### src/rtl/serial_subtractor.sv
// Bit-serial subtractor: D = A - B, one bit per clock, LSB first, with a
// start/done handshake and an unsigned borrow flag.
module serial_subtractor #(
  parameter int SIZE = 4
) (
  input  logic            clk,
  input  logic            rst_n,
  input  logic            start,
  input  logic [SIZE-1:0] a,
  input  logic [SIZE-1:0] b,
  output logic            busy,
  output logic            done,
  output logic [SIZE-1:0] d,
  output logic            bf,
  output logic [1:0]      fsm_state
);

  // Handshake: start is accepted on a rising edge only in IDLE or DONE; it is
  // ignored while busy. done is a single-cycle pulse and never overlaps busy.
  typedef enum logic [1:0] {
    IDLE  = 2'd0,
    SHIFT = 2'd1,
    DONE  = 2'd2
  } state_t;

  localparam int CW = $clog2(SIZE);

  state_t          state;
  state_t          next_state;
  logic [SIZE-1:0] a_sr;
  logic [SIZE-1:0] b_sr;
  logic [SIZE-1:0] r_sr;
  logic [CW-1:0]   cnt;
  logic            br;
  logic            bit_d;
  logic            br_next;
  logic            load;
  logic            last;

  assign fsm_state = state;

  always_comb begin
    bit_d   = a_sr[0] ^ b_sr[0] ^ br;
    br_next = (~a_sr[0] & b_sr[0]) | (~(a_sr[0] ^ b_sr[0]) & br);
  end

  always_comb begin
    next_state = state;
    busy       = 1'b0;
    done       = 1'b0;
    load       = 1'b0;
    last       = 1'b0;
    case (state)
      IDLE: begin
        if (start) begin
          load       = 1'b1;
          next_state = SHIFT;
        end
      end
      SHIFT: begin
        busy = 1'b1;
        if (cnt == CW'(SIZE - 1)) begin
          last       = 1'b1;
          next_state = DONE;
        end
      end
      DONE: begin
        done = 1'b1;
        if (start) begin
          load       = 1'b1;
          next_state = SHIFT;
        end else begin
          next_state = IDLE;
        end
      end
      default: next_state = IDLE;
    endcase
  end

  always_ff @(posedge clk or negedge rst_n) begin
    if (!rst_n) state <= IDLE;
    else        state <= next_state;
  end

  always_ff @(posedge clk or negedge rst_n) begin
    if (!rst_n) begin
      a_sr <= '0;
      b_sr <= '0;
      r_sr <= '0;
      cnt  <= '0;
      br   <= 1'b0;
      d    <= '0;
      bf   <= 1'b0;
    end else if (load) begin
      a_sr <= a;
      b_sr <= b;
      r_sr <= '0;
      cnt  <= '0;
      br   <= 1'b0;
    end else if (busy) begin
      // Result bits enter at the MSB so bit 0 lands in place after SIZE shifts.
      a_sr <= a_sr >> 1;
      b_sr <= b_sr >> 1;
      r_sr <= {bit_d, r_sr[SIZE-1:1]};
      br   <= br_next;
      cnt  <= cnt + CW'(1);
      if (last) begin
        d  <= {bit_d, r_sr[SIZE-1:1]};
        bf <= br_next;
      end
    end
  end

endmodule

### config.mk
export PLATFORM = sky130hd
export DESIGN_NAME = serial_subtractor
export DESIGN_NICKNAME = d
export VERILOG_FILES = /design/src/rtl/serial_subtractor.sv
export SDC_FILE = /design/constraint.sdc
export NUM_CORES = 1
export LEC_CHECK = 0
export BUFFER_PORTS_ARGS = -buffer_cell sky130_fd_sc_hd__clkbuf_2
export CAP_MARGIN = 20
export CORE_UTILIZATION = 40
export DETAILED_ROUTE_END_ITERATION = 16
export SLEW_MARGIN = 30
export SYNTH_ARGS = -nofsm -noshare
export SYNTH_HDL_FRONTEND = slang
export SYNTH_SLANG_ARGS = --single-unit
### constraint.sdc
create_clock -name clk -period 1.15 [get_ports clk]
set_input_delay 0.115 -clock clk [delete_from_list [all_inputs] [get_ports clk]]
set_output_delay 0.115 -clock clk [all_outputs]
set_load 0.01 [all_outputs]
---- Word-level counts from Yosys, hierarchy flattened ----
Cells that the tools add are included.
word-level totals
  logic and storage cells ................. 47
  register bits after elaboration ......... 22
  input port bits ......................... 11
  output and inout port bits .............. 9
operators by class
  eq/ne operators ......................... 5
  mux-type cells .......................... 20
  bitwise logic cells ..................... 8
  reduce and logical (&&, ||, !) cells .... 5
  add/sub/neg operators ................... 1
operators with widths
  operator                                                               number
  4-bit 2-to-1 mux                                                       6
  1-bit 2-to-1 mux                                                       9
  2-bit 2-to-1 mux                                                       4
  2-bit case mux with 3 select lines                                     1
  2-bit equality test, second input constant                             2
  2-bit inequality test, second input constant                           2
  1-bit NOT                                                              3
  3-bit AND reduction                                                    1
  2-bit by 1-bit adder with 2-bit output, second input constant          1
  1-bit AND                                                              2
  2-bit by 1-bit equality test with 1-bit output, second input constant  1
  2-bit zero test                                                        1
  2-bit AND reduction                                                    1
  2-bit nonzero test                                                     1
  2-bit OR reduction                                                     1
  1-bit XOR                                                              2
  1-bit OR                                                               1

---- Logic depth before layout (Yosys ltp) ----
Gate-level depths: netlist of the first run.
  depth in word-level cells ............... 6
  gate-level depth with buffers ........... 4
  depth with buffers taken out ............ 4

---- Worst setup path before layout of the first run ----
Ideal clock, no wire load.
  kind .................................... register to register
  start point ............................. register a_sr[0]
  end point ............................... register d[3]
  slack ................................... -0.099 ns
  library setup time ...................... 0.125 ns
  data arrival time ....................... 1.124 ns
  path buffers ............................ 0
  data required time ...................... 1.025 ns
  clock period less this slack ............ 1.249 ns
  stages on the path, launching flop included .. 3
  cells stage by stage .................... dfrtp_1 -> fa_1 -> mux2_2
between the ends
  word-level cells in the longest chain between the ends .. 2
ends and longest elaborated chain
  what                      line  text
  start: declaration        30    logic [SIZE-1:0] a_sr;
  start signal: assignment  102   a_sr <= a_sr >> 1;
  1-bit XOR (2 in a row)    43    bit_d = a_sr[0] ^ b_sr[0] ^ br;
  named net bit_d           35    logic bit_d;
  end signal: assignment    108   d <= {bit_d, r_sr[SIZE-1:1]};
  end: declaration          13    output logic [SIZE-1:0] d,
The timed path passes the listed nets, and every way through them passes these cells.
A chain may end at the register's enable or synchronous reset.

---- Final worst setup path of the first run ----
  start point ............................. register b_sr[0]
  end point ............................... register d[3]
between the ends
  word-level cells in the longest chain between the ends .. 2
ends and longest elaborated chain
  what                      line  text
  start: declaration        31    logic [SIZE-1:0] b_sr;
  start signal: assignment  103   b_sr <= b_sr >> 1;
  1-bit XOR (2 in a row)    43
  named net bit_d           35
The timed path passes the listed nets, and every way through them passes these cells.

==> impl_metrics.env, run 1 <==
export IMPL_io_buffers=19
export IMPL_r2r_start="b_sr[0]"
export IMPL_finalClockSkew_ns=0.007092
export IMPL_ys_types=21
export IMPL_hold_viol=0
export IMPL_maxCapViolCount=0
export IMPL_dp_hpwl_um=1371
export IMPL_netlist_instances=77
export IMPL_htree_levels=1
export IMPL_rsz0062_at_grt="yes"
export IMPL_slew_headroom=0.6502
export IMPL_whs_endpoint="a_sr[3]"
export IMPL_clk_latency_ns=0.31
export IMPL_drv_slew=0
export IMPL_ff2ff_path_depth=3
export IMPL_worstSetupEndpointType="flop"
export IMPL_irDropWorstVdd_mv=1.524
export IMPL_critPathKind="flop to flop"
export IMPL_p_leak_nw=0.7143
export IMPL_vias=768
export IMPL_min_from="a[3]"
export IMPL_grt_max_degree=22
export IMPL_cts_sinks=21
export IMPL_netlist_area_um2=955.9
export IMPL_hp_class="primary input to flop"
export IMPL_via_per_inst=5.189
export IMPL_ios=20
export IMPL_ys_seq_elements=21
export IMPL_setup_violations=13
export IMPL_seq_area_frac_synth=0.5497
export IMPL_grt_pass1_vias=813
export IMPL_worstSetupStartpointType="flop"
export IMPL_finalWorstSetupSlack_ns=-0.1316
export IMPL_r2r_end="d[3]"
export IMPL_first_pass_iters=4
export IMPL_total_power_mw=4.043
export IMPL_track_usage=0.1909
export IMPL_critPathMaxFanout=2
export IMPL_fp_dieW_um=50.89
export IMPL_worst_hold_slack_ns=0.02764
export IMPL_arrival_ns=1.50
export IMPL_clk_pin_slew_ns=0.12
export IMPL_synth_nets=90
export IMPL_avgSynthCellArea_um2=12.41
export IMPL_die_h_um=50.89
export IMPL_fin_crit_sh=1.114
export IMPL_placementRows=17
export IMPL_violations="negative setup slack"
export IMPL_cts_tree="done"
export IMPL_p_int_mw=2.594
export IMPL_initial_core_util=0.4280
export IMPL_globalplace_congestion=0.7098
export IMPL_cts_made_buffers=3
export IMPL_wl_per_cell_um=14.51
export IMPL_dp_slack_ns=-0.1353
export IMPL_grt_ovfl_total=0
export IMPL_power_density_mw_per_mm2=2774
export IMPL_cts_buffer_depth=2
export IMPL_grt_antenna_before_repair=0
export IMPL_tightest_slew_ns=0.5247
export IMPL_ant_nets=0
export IMPL_status="finished with violations"
export IMPL_swShare=0.3584
export IMPL_wirelength_um=2147
export IMPL_period_minus_slack_ns=1.282
export IMPL_fin_nets=134
export IMPL_cts_root_buf="clkbuf_4"
export IMPL_drc=0
export IMPL_synth_warning_count=0
export IMPL_area_delta_synth_final_pct=52.49
export IMPL_clkPwrFrac=0.090
export IMPL_p_seq_frac=0.331
export IMPL_fill_cells=181
export IMPL_min_path_cells=2
export IMPL_max_freq_mhz=780.3
export IMPL_p_sw_mw=1.449
export IMPL_drtIter0Drc=5
export IMPL_core_mm2=0.002233
export IMPL_crit_required_ns=1.36
export IMPL_grt_first_pass_wirelength_um=3519
export IMPL_drive_above_1_share=0.6250
export IMPL_dieArea_mm2=0.002589
export IMPL_diodes=0
export IMPL_rrSetupSlack_ns=-0.13
export IMPL_combPwrFrac=0.579
-- power by group through the flow --
stage          logic [mW]  registers, mW  clock network (mW)
6_report             2.34           1.34               0.364
5_1_grt              2.54           1.38               0.400
4_1_cts              1.99           1.30               0.375
3_5_place_dp         1.68           1.36                   0
3_3_place_gp         1.64           1.35                   0
2_1_floorplan        1.07           1.32                   0
-- through the flow --
stage          TNS [ns]  area, um^2  utilization  cells
2_1_floorplan   -0.2659        1001            -     77
3_3_place_gp     -1.022        1224       0.5479    137
3_5_place_dp     -1.315        1224       0.5479    137
4_1_cts         -0.9323        1343       0.6011    148
5_1_grt          -1.440        1458       0.6527    148
6_report        -0.7406        1458       0.6527    148
-- worst max-delay path, cell delays in order (launching register included) --
cell	delay [ns]
dfrtp_1	0.40
inv_2	0.05
fa_2	0.46
mux2_2	0.27
-- metal layers --
layer  part of all wire  GRT usage  routed length (um)  vias up
met5                  0          0                   0        -
li1                   -          -                   -      362
met1               0.43     0.2244                 933      377
met2               0.50     0.3289                1076       20
met3              0.038    0.03869                  82        9
met4              0.025    0.09722                  54        0
-- synth_stat cells (all sizes together) --
| cell type | number | area, um^2 |
|---|---|---|
| o21ai | 3 | 15.01 |
| dfrtp | 21 | 525.5 |
| nor2 | 1 | 6.260 |
| a21o | 1 | 15.01 |
| a211oi | 3 | 22.52 |
| buf | 3 | 15.01 |
| nor2b | 2 | 12.51 |
| a21oi | 6 | 30.03 |
| a22o | 7 | 61.31 |
| o22ai | 3 | 18.77 |
| ha | 1 | 12.51 |
| fa | 1 | 20.02 |
| nand2b | 2 | 12.51 |
| nand2 | 2 | 7.510 |
| inv | 7 | 26.28 |
| mux2 | 7 | 82.57 |
| mux2i | 3 | 30.03 |
| nand3b | 1 | 20.02 |
| and2b | 3 | 22.52 |
-- cell families (layout without fill, tap and decap cells) --
| logic type | count (synthesis) | after routing | share of synthesized area |
|---|---|---|---|
| AO/OA/AOI/OAI | 23 | 23 | 0.1702 |
| AND/OR/NAND/NOR | 11 | 11 | 0.08508 |
| multiplexers | 10 | 10 | 0.1178 |
| adder cells (fa/ha/maj) | 2 | 2 | 0.03403 |
| flip-flops | 21 | 21 | 0.5497 |
| buffers and inverters | 10 | 53 | 0.04319 |
-- final cells by class --
| type | count | area (um^2) | share of cell area |
|---|---|---|---|
| clock buffer | 3 | 22.52 | 0.01545 |
| clock inverter | 1 | 5.005 | 0.003433 |
| inverter | 7 | 28.78 | 0.01974 |
| multi-input combinational | 46 | 494.2 | 0.3391 |
| sequential | 21 | 528.0 | 0.3622 |
| tap | 28 | 35.03 | 0.02403 |
| timing repair buffer | 42 | 344.1 | 0.2361 |
-- cell usage in the layout (no fill, tap or decap), types with 2 or more instances in the layout --
cell type and n:
o22ai_2 2, dfrtp_1 19, dfrtp_2 2, nand2b_4 2, a211oi_2 3, inv_1 4, buf_6 17, mux2i_1 3
and2b_1 3, clkbuf_2 15, a21oi_2 2, mux2_4 3, buf_4 9, a22o_1 7, mux2_2 4, a21oi_1 4
inv_2 2, clkbuf_4 3
-- registers in the layout, summed over array words and instances, names as in the netlist --
| signal | count |
|---|---|
| bf | 1 |
| br | 1 |
| fsm_state | 2 |
| a_sr | 4 |
| d | 4 |
| r_sr | 3 |
| cnt | 2 |
| b_sr | 4 |
-- what timing repair did --
| item | CTS | global route |
|---|---|---|
| hold buffers | 1 | 0 |
| hold endpoints to repair | 21 | 0 |
| setup buffers | 6 | 1 |
| endpoints found under the setup margin | 24 | 23 |
| resized for setup | 12 | 32 |
| pin swaps | 4 | 10 |
-- worst max path at each step --
stage                      start      end  slack, ns  depth (start not counted)
finish                   b_sr[0]     d[3]      -0.13                          3
global route                  br     d[3]      -0.17                          3
detailed placement  fsm_state[0]  a_sr[2]      -0.14                          5
floorplan                a_sr[0]     d[3]       -0.1                          2
global placement         a_sr[0]     d[3]      -0.13                          2
CTS                 fsm_state[1]     done      -0.13                          3
No activity file was read; power rests on OpenSTA's default activity.
==> inputs of run 2 (changes only) <==
Settings changed: BUFFER_PORTS_ARGS -buffer_cell sky130_fd_sc_hd__clkbuf_2 to default, DONT_BUFFER_PORTS from default to 1.
Clock period 1.15 ns to 1.1 ns, I/O delays scaled along.
==> impl_metrics.env, run 2 (synthesis gave the netlist of run 1 again) <==
export IMPL_status="finished with violations"
export IMPL_violations="negative setup slack"
export IMPL_diodes=0
export IMPL_final_common_cell="dfrtp_1"
export IMPL_cp_slowest_stage_delay_ns=0.44
export IMPL_worst_hold_slack_ns=0.04606
export IMPL_grt_pass1_vias=754
export IMPL_clk_latency_ns=0.30
export IMPL_cts_buffer_depth=2
export IMPL_worstSetupEndpointType="flop"
export IMPL_worstSetupStartpointType="flop"
export IMPL_largestRegisters="a_sr: 4 flops, b_sr: 4 flops, d: 4 flops"
export IMPL_critPathKind="flop to flop"
export IMPL_power_density_mw_per_mm2=2872
export IMPL_clk_pin_slew_ns=0.12
export IMPL_period_minus_slack_ns=1.272
export IMPL_fin_crit_sh=1.156
export IMPL_hp_class="primary input to flop"
export IMPL_design_area_mm2=0.001488
export IMPL_wl_per_cell_um=15.55
export IMPL_p_leak_nw=0.7173
export IMPL_most_common_layout_cells="dfrtp_1 (19), buf_4 (16), buf_6 (11)"
export IMPL_rrSetupSlack_ns=-0.17
export IMPL_critPathBufInv=1
export IMPL_grt_antenna_before_repair=0
export IMPL_ios=20
export IMPL_dieArea_mm2=0.002589
export IMPL_maxCapViolCount=0
export IMPL_placementRows=17
export IMPL_globalplace_congestion=0.7333
export IMPL_irDropWorstVdd_mv=1.746
export IMPL_vias=755
export IMPL_cts_made_buffers=3
export IMPL_place_area_mm2=0.001134
export IMPL_initial_core_util=0.4280
export IMPL_min_from="start"
export IMPL_r2r_end="d[3]"
export IMPL_track_usage=0.1776
export IMPL_grt_ovfl_total=0
export IMPL_total_power_mw=4.273
export IMPL_grt_max_degree=22
export IMPL_area_delta_synth_final_pct=55.63
export IMPL_first_pass_iters=4
export IMPL_htree_levels=1
export IMPL_drv_slew=0
export IMPL_max_freq_mhz=786.4
export IMPL_grt_first_pass_wirelength_um=3312
export IMPL_min_path_cells=3
export IMPL_slew_headroom=0.6840
export IMPL_finalWorstSetupSlack_ns=-0.1717
export IMPL_r2r_start="b_sr[0]"
export IMPL_drc=0
export IMPL_arrival_ns=1.48
export IMPL_drtIter0Drc=3
export IMPL_cp_cell_sequence="inv_2 -> fa_2 -> mux2_2"
export IMPL_dp_slack_ns=-0.1784
export IMPL_ant_nets=0
export IMPL_finalClockSkew_ns=0.006009
export IMPL_fin_nets=132
export IMPL_fp_dieW_um=50.89
export IMPL_via_per_inst=5.171
export IMPL_rsz0062_at_grt="yes"
export IMPL_cts_tree="done"
export IMPL_dp_hpwl_um=1281
export IMPL_path_delay_family="adder cells"
export IMPL_setup_violations=20
export IMPL_crit_required_ns=1.30
export IMPL_drive_above_1_share=0.5424
export IMPL_fill_cells=164
export IMPL_ff2ff_path_depth=3
export IMPL_cts_sinks=21
export IMPL_whs_endpoint="fsm_state[0]"
export IMPL_cts_root_buf="clkbuf_4"
export IMPL_critPathMaxFanout=2
export IMPL_wirelength_um=2270
export IMPL_hold_viol=0
export IMPL_tightest_slew_ns=0.4740
export IMPL_die_h_um=50.89
export IMPL_cp_slowest_cell="fa_2"
export IMPL_io_buffers=0
export IMPL_core_mm2=0.002233
[run 2: repair_timing]
action	CTS	global route
resized for setup	17	19
hold endpoints to repair	28	22
setup endpoints to repair	23	20
cloned	0	1
pin swaps	6	6
buffers inserted	7	7
hold buffers	9	2
[run 2: worst reg2reg max path: cells and delay by family, from the launching register on]
kind | cells | cell delay [ns]
buf+inv | 1 | 0.06
flops | 1 | 0.40
fa+ha+maj | 1 | 0.44
mux | 1 | 0.27
[run 2: routing by layer]
layer / up-vias / global-route usage / part of all wire
li1: 360 / - / -
met4: 0 / 0.08333 / 0.010
met1: 375 / 0.2132 / 0.43
met3: 4 / 0.02976 / 0.039
met5: - / 0 / 0
met2: 16 / 0.3089 / 0.52
[run 2: worst max path at each step]
stage	slack, ns	startpoint	depth (start not counted)	endpoint
floorplan	-0.15	a_sr[0]	2	d[3]
global placement	-0.15	a_sr[0]	2	d[3]
detailed placement	-0.18	a_sr[0]	2	d[3]
CTS	-0.18	b_sr[0]	3	d[3]
global route	-0.20	fsm_state[0]	4	busy
finish	-0.17	b_sr[0]	3	d[3]
[run 2: report_power, final]
group | switching (mW) | internal [mW]
logic | 0.962 | 1.51
registers | 0.310 | 1.12
clock network | 0.238 | 0.136
[run 2: cell type report]
type                       instances  area (um^2)  area share
clock buffer                       3        22.52     0.01514
inverter                           7        28.78     0.01934
timing repair buffer              40        374.1      0.2515
sequential                        21        528.0      0.3549
multi-input combinational         46        494.2      0.3322
tap                               28        35.03     0.02355
clock inverter                     1        5.005    0.003364
[run 2: per-stage QoR]
step           TNS [ns]  utilization  instances
3_5_place_dp     -1.223       0.5076        117
6_report         -1.607       0.6661        146
4_1_cts          -1.363       0.6017        136
2_1_floorplan   -0.6713            -         77
3_3_place_gp     -1.116       0.5076        117
5_1_grt          -2.283       0.6661        146
